$ cat src/rtl/mdu_pkg.sv
// Shared definitions for the iterative multiply/divide unit.
// Optional accumulate ops (MADD/MADDU/MSUB/MSUBU) are enabled by MDU_MADD_EN.
package mdu_pkg;

  // Total divide latency: 32 restoring iterations + 1 sign-fix cycle
  localparam int DIV_CYCLES = 33;

  typedef enum logic [3:0] {
    OP_NOP   = 4'd0,
    OP_MULT  = 4'd1,
    OP_MULTU = 4'd2,
    OP_DIV   = 4'd3,
    OP_DIVU  = 4'd4,
    OP_MADD  = 4'd5,
    OP_MADDU = 4'd6,
    OP_MSUB  = 4'd7,
    OP_MSUBU = 4'd8
  } mdu_op_e;

  localparam logic [1:0] MTHILO_NONE = 2'b00;
  localparam logic [1:0] MTHILO_LO   = 2'b01;
  localparam logic [1:0] MTHILO_HI   = 2'b10;
  localparam logic [1:0] MTHILO_BOTH = 2'b11;  // treated as no write

  typedef enum logic [1:0] {
    IDLE,
    MUL_WAIT,
    DIV_ITER,
    DIV_FIX
  } mdu_state_e;

  // Ops accepted in IDLE; anything else is a NOP
  function automatic logic op_legal(input logic [3:0] op);
    case (op)
      OP_MULT, OP_MULTU, OP_DIV, OP_DIVU: return 1'b1;
`ifdef MDU_MADD_EN
      OP_MADD, OP_MADDU, OP_MSUB, OP_MSUBU: return 1'b1;
`endif
      default: return 1'b0;
    endcase
  endfunction

  function automatic logic op_is_div(input logic [3:0] op);
    return (op == OP_DIV) || (op == OP_DIVU);
  endfunction

  function automatic logic op_is_signed(input logic [3:0] op);
    return (op == OP_MULT) || (op == OP_DIV) || (op == OP_MADD) || (op == OP_MSUB);
  endfunction

  // Two's-complement magnitude; 0x8000_0000 maps to itself (correct as unsigned)
  function automatic logic [31:0] mag32(input logic [31:0] x, input logic sgn);
    return (sgn && x[31]) ? (~x + 32'd1) : x;
  endfunction

endpackage

$ cat src/rtl/mdu_div_core.sv
// Radix-2 restoring divider: magnitude conversion at load, one quotient bit
// per step, sign correction and divide-by-zero override on the outputs.
module mdu_div_core
  import mdu_pkg::*;
(
  input  logic        clk,
  input  logic        rst_ni,
  input  logic        load_i,
  input  logic        step_i,
  input  logic        signed_i,
  input  logic [31:0] dividend_i,
  input  logic [31:0] divisor_i,
  output logic        last_o,
  output logic [31:0] quo_o,
  output logic [31:0] rem_o
);

  logic [31:0] quo_q, quo_d;     // dividend shifts out, quotient shifts in
  logic [31:0] rem_q, rem_d;     // partial remainder (magnitude)
  logic [31:0] dvsr_q, dvsr_d;   // divisor magnitude
  logic [31:0] dvnd_q, dvnd_d;   // raw dividend, returned on divide-by-zero
  logic [4:0]  cnt_q, cnt_d;
  logic        qneg_q, qneg_d;
  logic        rneg_q, rneg_d;
  logic        dz_q, dz_d;
  logic [32:0] trial, diff;

  // Load operands or perform one shift/subtract step
  always_comb begin
    quo_d  = quo_q;
    rem_d  = rem_q;
    dvsr_d = dvsr_q;
    dvnd_d = dvnd_q;
    cnt_d  = cnt_q;
    qneg_d = qneg_q;
    rneg_d = rneg_q;
    dz_d   = dz_q;
    trial  = {rem_q, quo_q[31]};
    // trial < 2*divisor, so a non-negative difference always fits in 32 bits
    diff   = trial - {1'b0, dvsr_q};
    if (load_i) begin
      dvnd_d = dividend_i;
      dvsr_d = mag32(divisor_i, signed_i);
      quo_d  = mag32(dividend_i, signed_i);
      rem_d  = '0;
      cnt_d  = '0;
      qneg_d = signed_i & (dividend_i[31] ^ divisor_i[31]);
      rneg_d = signed_i & dividend_i[31];
      dz_d   = (divisor_i == '0);
    end else if (step_i) begin
      cnt_d = cnt_q + 5'd1;
      if (!diff[32]) begin
        rem_d = diff[31:0];
        quo_d = {quo_q[30:0], 1'b1};
      end else begin
        rem_d = trial[31:0];
        quo_d = {quo_q[30:0], 1'b0};
      end
    end
  end

  // Divider state registers
  always_ff @(posedge clk) begin
    if (!rst_ni) begin
      quo_q  <= '0;
      rem_q  <= '0;
      dvsr_q <= '0;
      dvnd_q <= '0;
      cnt_q  <= '0;
      qneg_q <= 1'b0;
      rneg_q <= 1'b0;
      dz_q   <= 1'b0;
    end else begin
      quo_q  <= quo_d;
      rem_q  <= rem_d;
      dvsr_q <= dvsr_d;
      dvnd_q <= dvnd_d;
      cnt_q  <= cnt_d;
      qneg_q <= qneg_d;
      rneg_q <= rneg_d;
      dz_q   <= dz_d;
    end
  end

  // Final iteration is the one before the sign-fix cycle
  assign last_o = (cnt_q == 5'(DIV_CYCLES - 2));

  // Signed overflow (0x8000_0000 / -1) needs no special case: both negative,
  // so the magnitude quotient 0x8000_0000 passes through unnegated.
  assign quo_o = dz_q ? 32'hFFFF_FFFF : (qneg_q ? (~quo_q + 32'd1) : quo_q);
  assign rem_o = dz_q ? dvnd_q        : (rneg_q ? (~rem_q + 32'd1) : rem_q);

endmodule

$ cat src/rtl/mdu_iter.sv
// Iterative MIPS-style multiply/divide unit with HI/LO registers.
// Fixed-latency multiply (MUL_LAT cycles), 33-cycle restoring divide.
// Define MDU_MADD_EN to add the accumulate ops MADD/MADDU/MSUB/MSUBU.
module mdu_iter
  import mdu_pkg::*;
#(
  parameter int MUL_LAT = 5
) (
  input  logic        clk,
  input  logic        reset,
  input  logic        start,
  input  logic [3:0]  op,
  input  logic [31:0] src_a,
  input  logic [31:0] src_b,
  input  logic [1:0]  mthilo,
  output logic [31:0] hi,
  output logic [31:0] lo,
  output logic        busy,
  output logic        done
);

  mdu_state_e  state_q, state_d;
  logic [3:0]  op_q, op_d;
  logic [31:0] a_q, a_d;
  logic [31:0] b_q, b_d;
  logic [31:0] hi_q, hi_d;
  logic [31:0] lo_q, lo_d;
  logic [3:0]  mcnt_q, mcnt_d;
  logic        busy_q, busy_d;
  logic        done_q, done_d;

  logic        div_load, div_step, div_last;
  logic [31:0] div_quo, div_rem;
  logic        mul_sgn;
  logic [63:0] ext_a, ext_b, prod, mul_res;

  // Sign-extending both operands to 64 bits makes the low 64 bits of the
  // product correct for signed and unsigned alike.
  assign mul_sgn = op_is_signed(op_q);
  assign ext_a   = {{32{mul_sgn & a_q[31]}}, a_q};
  assign ext_b   = {{32{mul_sgn & b_q[31]}}, b_q};
  assign prod    = ext_a * ext_b;

`ifdef MDU_MADD_EN
  // Accumulate into HI/LO; they cannot change while busy, so these are
  // still the values present at start.
  always_comb begin
    mul_res = prod;
    case (op_q)
      OP_MADD, OP_MADDU: mul_res = {hi_q, lo_q} + prod;
      OP_MSUB, OP_MSUBU: mul_res = {hi_q, lo_q} - prod;
      default:           mul_res = prod;
    endcase
  end
`else
  assign mul_res = prod;
`endif

  mdu_div_core u_div (
    .clk        (clk),
    .rst_ni     (reset),
    .load_i     (div_load),
    .step_i     (div_step),
    .signed_i   (op_is_signed(op)),
    .dividend_i (src_a),
    .divisor_i  (src_b),
    .last_o     (div_last),
    .quo_o      (div_quo),
    .rem_o      (div_rem)
  );

  // Next-state, operand capture, HI/LO writes and status outputs
  always_comb begin
    state_d  = state_q;
    op_d     = op_q;
    a_d      = a_q;
    b_d      = b_q;
    hi_d     = hi_q;
    lo_d     = lo_q;
    mcnt_d   = mcnt_q;
    done_d   = 1'b0;
    div_load = 1'b0;
    div_step = 1'b0;
    case (state_q)
      IDLE: begin
        if (start && op_legal(op)) begin
          // start wins over a simultaneous mthilo
          op_d   = op;
          a_d    = src_a;
          b_d    = src_b;
          mcnt_d = '0;
          if (op_is_div(op)) begin
            div_load = 1'b1;
            state_d  = DIV_ITER;
          end else begin
            state_d  = MUL_WAIT;
          end
        end else begin
          case (mthilo)
            MTHILO_LO:   lo_d = src_a;
            MTHILO_HI:   hi_d = src_a;
            MTHILO_NONE, MTHILO_BOTH: ;
            default: ;
          endcase
        end
      end
      MUL_WAIT: begin
        if (mcnt_q == 4'(MUL_LAT - 1)) begin
          {hi_d, lo_d} = mul_res;
          done_d       = 1'b1;
          state_d      = IDLE;
        end else begin
          mcnt_d = mcnt_q + 4'd1;
        end
      end
      DIV_ITER: begin
        div_step = 1'b1;
        if (div_last) state_d = DIV_FIX;
      end
      DIV_FIX: begin
        hi_d    = div_rem;
        lo_d    = div_quo;
        done_d  = 1'b1;
        state_d = IDLE;
      end
      default: state_d = IDLE;
    endcase
    busy_d = (state_d != IDLE);
  end

  // State and datapath registers; reset aborts any op without a HI/LO write
  always_ff @(posedge clk) begin
    if (!reset) begin
      state_q <= IDLE;
      op_q    <= '0;
      a_q     <= '0;
      b_q     <= '0;
      hi_q    <= '0;
      lo_q    <= '0;
      mcnt_q  <= '0;
      busy_q  <= 1'b0;
      done_q  <= 1'b0;
    end else begin
      state_q <= state_d;
      op_q    <= op_d;
      a_q     <= a_d;
      b_q     <= b_d;
      hi_q    <= hi_d;
      lo_q    <= lo_d;
      mcnt_q  <= mcnt_d;
      busy_q  <= busy_d;
      done_q  <= done_d;
    end
  end

  assign hi   = hi_q;
  assign lo   = lo_q;
  assign busy = busy_q;
  assign done = done_q;

endmodule

$ cat config.mk
export PLATFORM = sky130hd
export DESIGN_NAME = mdu_iter
export DESIGN_NICKNAME = d
export VERILOG_FILES = /design/src/rtl/mdu_pkg.sv /design/src/rtl/mdu_div_core.sv /design/src/rtl/mdu_iter.sv
export SDC_FILE = /design/constraint.sdc
export NUM_CORES = 2
export LEC_CHECK = 0
export CAP_MARGIN = 40
export CORE_AREA = 3 3 338 273
export DETAILED_ROUTE_END_ITERATION = 10
export DIE_AREA = 0 0 341 276
export GPL_ROUTABILITY_DRIVEN = 0
export GPL_TIMING_DRIVEN = 0
export MAX_ROUTING_LAYER = met4
export PLACE_DENSITY = 0.77
export SYNTH_ARGS = -nofsm -noshare
export SYNTH_HDL_FRONTEND = slang
export SYNTH_SLANG_ARGS = --single-unit
$ cat constraint.sdc
create_clock -name clk -period 11.6 [get_ports clk]
set_clock_uncertainty 0.05 [all_clocks]
set_input_delay 1.74 -clock clk [delete_from_list [all_inputs] [get_ports clk]]
set_output_delay 1.74 -clock clk [all_outputs]
set_load 0.02 [all_outputs]
=== Word level (Yosys, flattened, before mapping) ===
Index checks and enable logic that the tools add are counted.

* Muxes and demuxes: 34
* Add/subtract/negate cells: 7
* Bitwise operators: 10
* Equal/unequal tests: 23
* Reductions and logical operators: 22
* Multiply operators: 1

{| class="wikitable"
|+ Operators by type and width
! cell !! count
|-
| 32-bit 2-to-1 mux || 15
|-
| 32-bit case mux with 3 select lines || 2
|-
| 32-bit by 1-bit adder with 32-bit output, second input constant || 4
|-
| 32-bit inverter || 4
|-
| 33-bit by 33-bit multiplier with 64-bit output || 1
|-
| 33-bit by 32-bit subtractor with 33-bit output || 1
|-
| 32-bit zero test || 1
|-
| 4-bit by 3-bit == test with 1-bit output, second input constant || 6
|-
| 4-bit by 2-bit == test with 1-bit output, second input constant || 3
|-
| 4-bit by 1-bit == test with 1-bit output, second input constant || 2
|-
| 1-bit 2-to-1 mux || 8
|-
| 2-bit 2-to-1 mux || 4
|-
| 4-bit 2-to-1 mux || 2
|-
| 2-bit != test, second input constant || 4
|-
| 2-bit case mux with 4 select lines || 1
|-
| 4-bit case mux with 2 select lines || 1
|-
| 4-bit AND reduction || 2
|-
| 1-bit logical OR || 7
|-
| 2-bit == test, second input constant || 3
|-
| 2-bit nonzero test || 3
|-
| 5-bit by 1-bit adder with 5-bit output, second input constant || 1
|-
| 5-bit == test, second input constant || 1
|-
| 4-bit by 1-bit adder with 4-bit output, second input constant || 1
|-
| 1-bit AND || 4
|-
| 12 further kinds || 16
|}

* Output and inout bits: 66
* Register bits after elaboration: 276
* Input bits: 73

=== Logic depth before layout (Yosys ltp) ===
* Word-level depth: 8
* Depth in mapped cells: 31
* Depth with buffers taken out: 29

=== Hierarchy ===
From an unflattened synthesis, not the netlist that was laid out.

* Cell total of the unflattened synthesis: 6,324
* Area total of the unflattened synthesis: 53,950.5 um^2

{| class="wikitable"
|+ Modules (own cells, without submodules)
! module !! instances !! cells each !! seq. area each (um^2) !! area an instance (um^2)
|-
| mdu_iter || 1 || 5,028 || 2,762.6 || 43,927.1
|-
| mdu_div_core || 1 || 1,296 || 2,722.6 || 10,023.4
|}

=== Least setup slack after synthesis ===
Ideal clock, no wire load.

* Kind: reg2reg
* Start point: reg a_q[31]
* End point: reg hi_q[27] (netlist: hi[27])
* Path buffers: 2
* Data arrival time: 7.991 ns
* Cell stages (with the launch flop): 31
* Required time: 11.428 ns
* Library setup time: 0.122 ns
* Path slack: 3.437 ns
* Period minus slack after synthesis: 8.163 ns
* Cells stage by stage: dfxtp_1 clkbuf_1 and2_1 clkbuf_1 nand2_1 inv_1 fa_1 inv_1 fa_1 inv_1 fa_1 fa_1 inv_1 fa_1 inv_1 fa_1 inv_1 fa_1 fa_1 inv_1 ha_1 a21o_1 a21o_1 a221oi_1 o21ai_0 a21oi_1 o21ai_1 o31a_1 xor2_1 a221oi_1 nor2_1

* Word-level cells in the longest chain between the ends: 4

{| class="wikitable"
|+ RTL lines
! element !! RTL line !! text
|-
| start: declaration || mdu_iter.sv:24 || <nowiki>logic [31:0] a_q, a_d;</nowiki>
|-
| start signal: assignment || mdu_iter.sv:136 || <nowiki>a_q <= '0;</nowiki>
|-
| start signal: assignment || mdu_iter.sv:146 || <nowiki>a_q <= a_d;</nowiki>
|-
| 1-bit AND || mdu_iter.sv:40 || <nowiki>assign ext_a = {{32{mul_sgn & a_q[31]}}, a_q};</nowiki>
|-
| 33-bit by 33-bit multiplier with 64-bit output * || mdu_iter.sv:42 || <nowiki>assign prod = ext_a * ext_b;</nowiki>
|-
| 32-bit 2-to-1 mux * || mdu_iter.sv:108 || <nowiki>if (mcnt_q == 4'(MUL_LAT - 1)) begin</nowiki>
|-
| 32-bit case mux with 3 select lines * || mdu_iter.sv:84 || <nowiki>case (state_q)</nowiki>
|-
| end signal: assignment || mdu_iter.sv:148 || <nowiki>hi_q <= hi_d;</nowiki>
|-
| end: declaration || mdu_iter.sv:26 || <nowiki>logic [31:0] hi_q, hi_d;</nowiki>
|}

Mark *: on every way between the ends. The rest lies on a longest branch, timed or not. The select of a mux whose other input is x is not followed.
A chain may end at the register's enable or synchronous reset.

=== Final worst setup path ===
* Start point: reg op_q[0]
* End point: reg hi_q[27] (netlist: hi[27])

* Word-level cells in the longest chain between the ends: 8

{| class="wikitable"
|+ RTL lines
! element !! RTL line !! text
|-
| start: declaration || mdu_iter.sv:23 || <nowiki>logic [3:0] op_q, op_d;</nowiki>
|-
| start signal: assignment || mdu_iter.sv:145 || <nowiki>op_q <= op_d;</nowiki>
|-
| 4-bit by 1-bit == test with 1-bit output or 4-bit by 2-bit == test with 1-bit output (tied branches) || mdu_pkg.sv:48 || <nowiki>return (op == OP_MULT) || (op == OP_DIV) || (op == OP_MADD) || (op == OP_MSUB);</nowiki>
|-
| 1-bit logical OR (2 in a row) || mdu_pkg.sv:48 ||
|-
| 1-bit logical OR * || mdu_pkg.sv:48 ||
|-
| 1-bit AND (on tied branches) || mdu_iter.sv:40, mdu_iter.sv:41 ||
|-
| 33-bit by 33-bit multiplier with 64-bit output * || mdu_iter.sv:42 ||
|-
| 32-bit 2-to-1 mux * || mdu_iter.sv:108 ||
|-
| 32-bit case mux with 3 select lines * || mdu_iter.sv:84 ||
|}

Marked as above.

==> impl_metrics.ini <==
[clock_tree]
numClockSinks = 274
htree_levels = 1
cts.clk_slew.worst_paths_ps = 80
cts_tree = yes
cts_made_buffers = 24
clk_latency_ps = 570
cts_resized = 0
hold_buffers = 0
postCtsSetupBuffers = 0
root_buffer = clkbuf_16
clockBufferDepth = 3

[sta]
slew_viol_final = 0
setup_tns_ps = 0
rsz0062_at_grt = false
fin_ws_ps = 946
tightest_slew_ps = 1070
max_freq_mhz = 93.9
slew_headroom = 0.278
finalCriticalPeriod_ps = 10650
setup_viol_count_final = 0
period_share = 0.918
finalHoldViolations = 0

[floorplanning]
start_util = 0.599
fp.dieH_um = 276
die_x_um = 341
ios = 139
core_um2 = 89100
die_area_um2 = 94100
rows = 98

[yosys]
yosys_register_bits = 274
syn-num-nets = 7734
seq_area_frac_synth = 0.103
syn_area_um2 = 53400
synthCells = 6283
synthDistinctLibCells = 83
synth-edff-count = 0
yosys_warnings = 0
async_reset_ff_frac = 0
syn-mean-instance-area_um2 = 8.50
ys.flop_type = dfxtp_1

[critical_path]
r2r_end = hi[27]$_SDFFE_PN0P_
path_max_fanout = 10
start_kind = register
crit_arrival_ps = 11040
crit_path_end_kind = register
r2r_cells = 30
worst_path_largest_cell_delay_ps = 910
worstSetupPathType = reg2reg
r2r_slack_ps = 950
crit_top_cell = fa_1
crit_slowest_cell = fa_1
required_ps = 11980
rr_startpoint = op_q[0]$_SDFFE_PN0P_

[finish]
nets = 7931
layout_common_cells = inv_1, nand2_1, fa_1
drive_gt1_frac = 0.0188
final_area_um2 = 57700
layout_commonest_cell = inv_1
syn2layout_area_growth_pct = 7.98

[worst_hold_path]
hp-start = u_div.dvnd_q[31]$_SDFFE_PN0P_
hold_class = reg2reg
min_path_cells = 2
worstHoldEndpoint = u_div.dvnd_q[31]$_SDFFE_PN0P_

[run]
drv_cap = 0

[detailed_routing]
antenna_left = 0
drc = 103
via_per_inst = 6.21
num_vias = 48000
drtPass1Iterations = 11
wl_per_cell_um = 25.4
totalWireLength_mm = 196
drt-initial-drc-count = 7294

[global_routing]
grt_max_degree = 17
grt_pass1_wl_mm = 296
antenna_found_initial = 12
grt_pass1_vias = 48400
overflow = 0
grt_use_total = 0.431

[pwr]
cellLeakagePower_nw = 24.6
power.density_nw_per_um2 = 54.3
irDropWorstVdd_v = 0.000106

[status]
status = finished, violations left
violations = design-rule violations

[placement]
numPortBuffers = 123
dpl_cell_area_um2 = 56600
hpwlAfterDp_mm = 164
post-place-ws_ps = 1240
-- synthesized netlist by cell type (35+ instances only) --
cell type  count  area, um^2
inv_1       1212        4550
dfxtp_1      274        5490
fa_1        1126       22500
a21o_1        40         300
nand3_1       59         295
nand2_1     1155        4340
clkbuf_1     382        1430
a311oi_1      35         307
ha_1         252        3150
o21ai_0      180         901
and3_1        40         250
o211ai_1      43         323
xor2_1        88         771
a211oi_1      40         300
and2_1       304        1900
a21oi_1      305        1530
nor2_1       209         785
xnor2_1      128        1120
-- worst max-delay path by stage --
stage,from,to,cells past startpoint
final,op_q[0]$_SDFFE_PN0P_,hi[27]$_SDFFE_PN0P_,30
after global routing,op_q[0]$_SDFFE_PN0P_,hi[27]$_SDFFE_PN0P_,30
after CTS,op_q[0]$_SDFFE_PN0P_,hi[27]$_SDFFE_PN0P_,30
after detailed placement,op_q[0]$_SDFFE_PN0P_,hi[27]$_SDFFE_PN0P_,30
after global placement,op_q[0]$_SDFFE_PN0P_,hi[27]$_SDFFE_PN0P_,30
after floorplan,a_q[31]$_SDFFE_PN0P_,hi[27]$_SDFFE_PN0P_,30
-- per-stage QoR --
step / hold slack (ps) / power (mW) / std cells / utilization
finish: 409 / 3.13 / 7730 / 0.647
global route: 428 / 3.21 / 7718 / 0.647
CTS: 406 / 3.04 / 7687 / 0.645
detailed placement: 396 / 2.16 / 7644 / 0.635
global placement: 392 / 2.13 / 7606 / 0.630
floorplan: 382 / 1.73 / 6283 / -
-- state kept, by name (all words and copies together), names as in the netlist --
register and cells:
done 1, u_div.quo_q 32, u_div.dz_q 1, op_q 2, u_div.dvnd_q 32, u_div.qneg_q 1, busy 1, lo 32
state_q 2, u_div.dvsr_q 32, a_q 32, hi 32, u_div.rneg_q 1, mcnt_q 4, b_q 32, u_div.cnt_q 5
u_div.rem_q 32
-- report_power, final --
group	internal, mW	switching [mW]	total (mW)
Clock	0.501	0.412	0.913
Combinational	0.390	0.763	1.15
Sequential	0.991	0.0733	1.06
Total	1.88	1.25	3.13
-- logic make-up (layout without fill, tap and decap cells) --
family	after synthesis	in the layout	share of synthesized area
simple gates	1923	1923	0.161
buf+inv	1610	1824	0.114
fa+ha+maj	1378	1378	0.481
compound gates	850	850	0.100
flops	274	274	0.103
xor+xnor	217	217	0.0357
mux	31	31	0.00581
other cells	0	33	0
-- cell type report --
class	instances	area, um^2
clock inverter	12	185
fill	7470	31500
tap	1200	1500
multi-input combinational	4399	41900
antenna	33	82.6
clock buffer	31	667
timing repair buffer	171	1830
sequential	274	5490
buffer	396	1510
inverter	1214	4560
-- critical path, delay by kind of cell (launching register included) --
kind	cells	cell delay, ps
AND/OR/NAND/NOR	4	1160
buffers and inverters	8	1910
flip-flops	1	330
AO/OA/AOI/OAI	8	2030
adder cells (fa/ha/maj)	9	4850
XOR/XNOR	1	180
-- metal layers --
layer / vias up / global-route usage / wire length, um
met4: 0 / 0.219 / 14000
met1: 23600 / 0.550 / 69800
met2: 3828 / 0.568 / 77300
met5: - / - / 0
li1: 19600 / - / -
met3: 972 / 0.206 / 35100
Note: power is estimated with default switching activity, not from simulation.
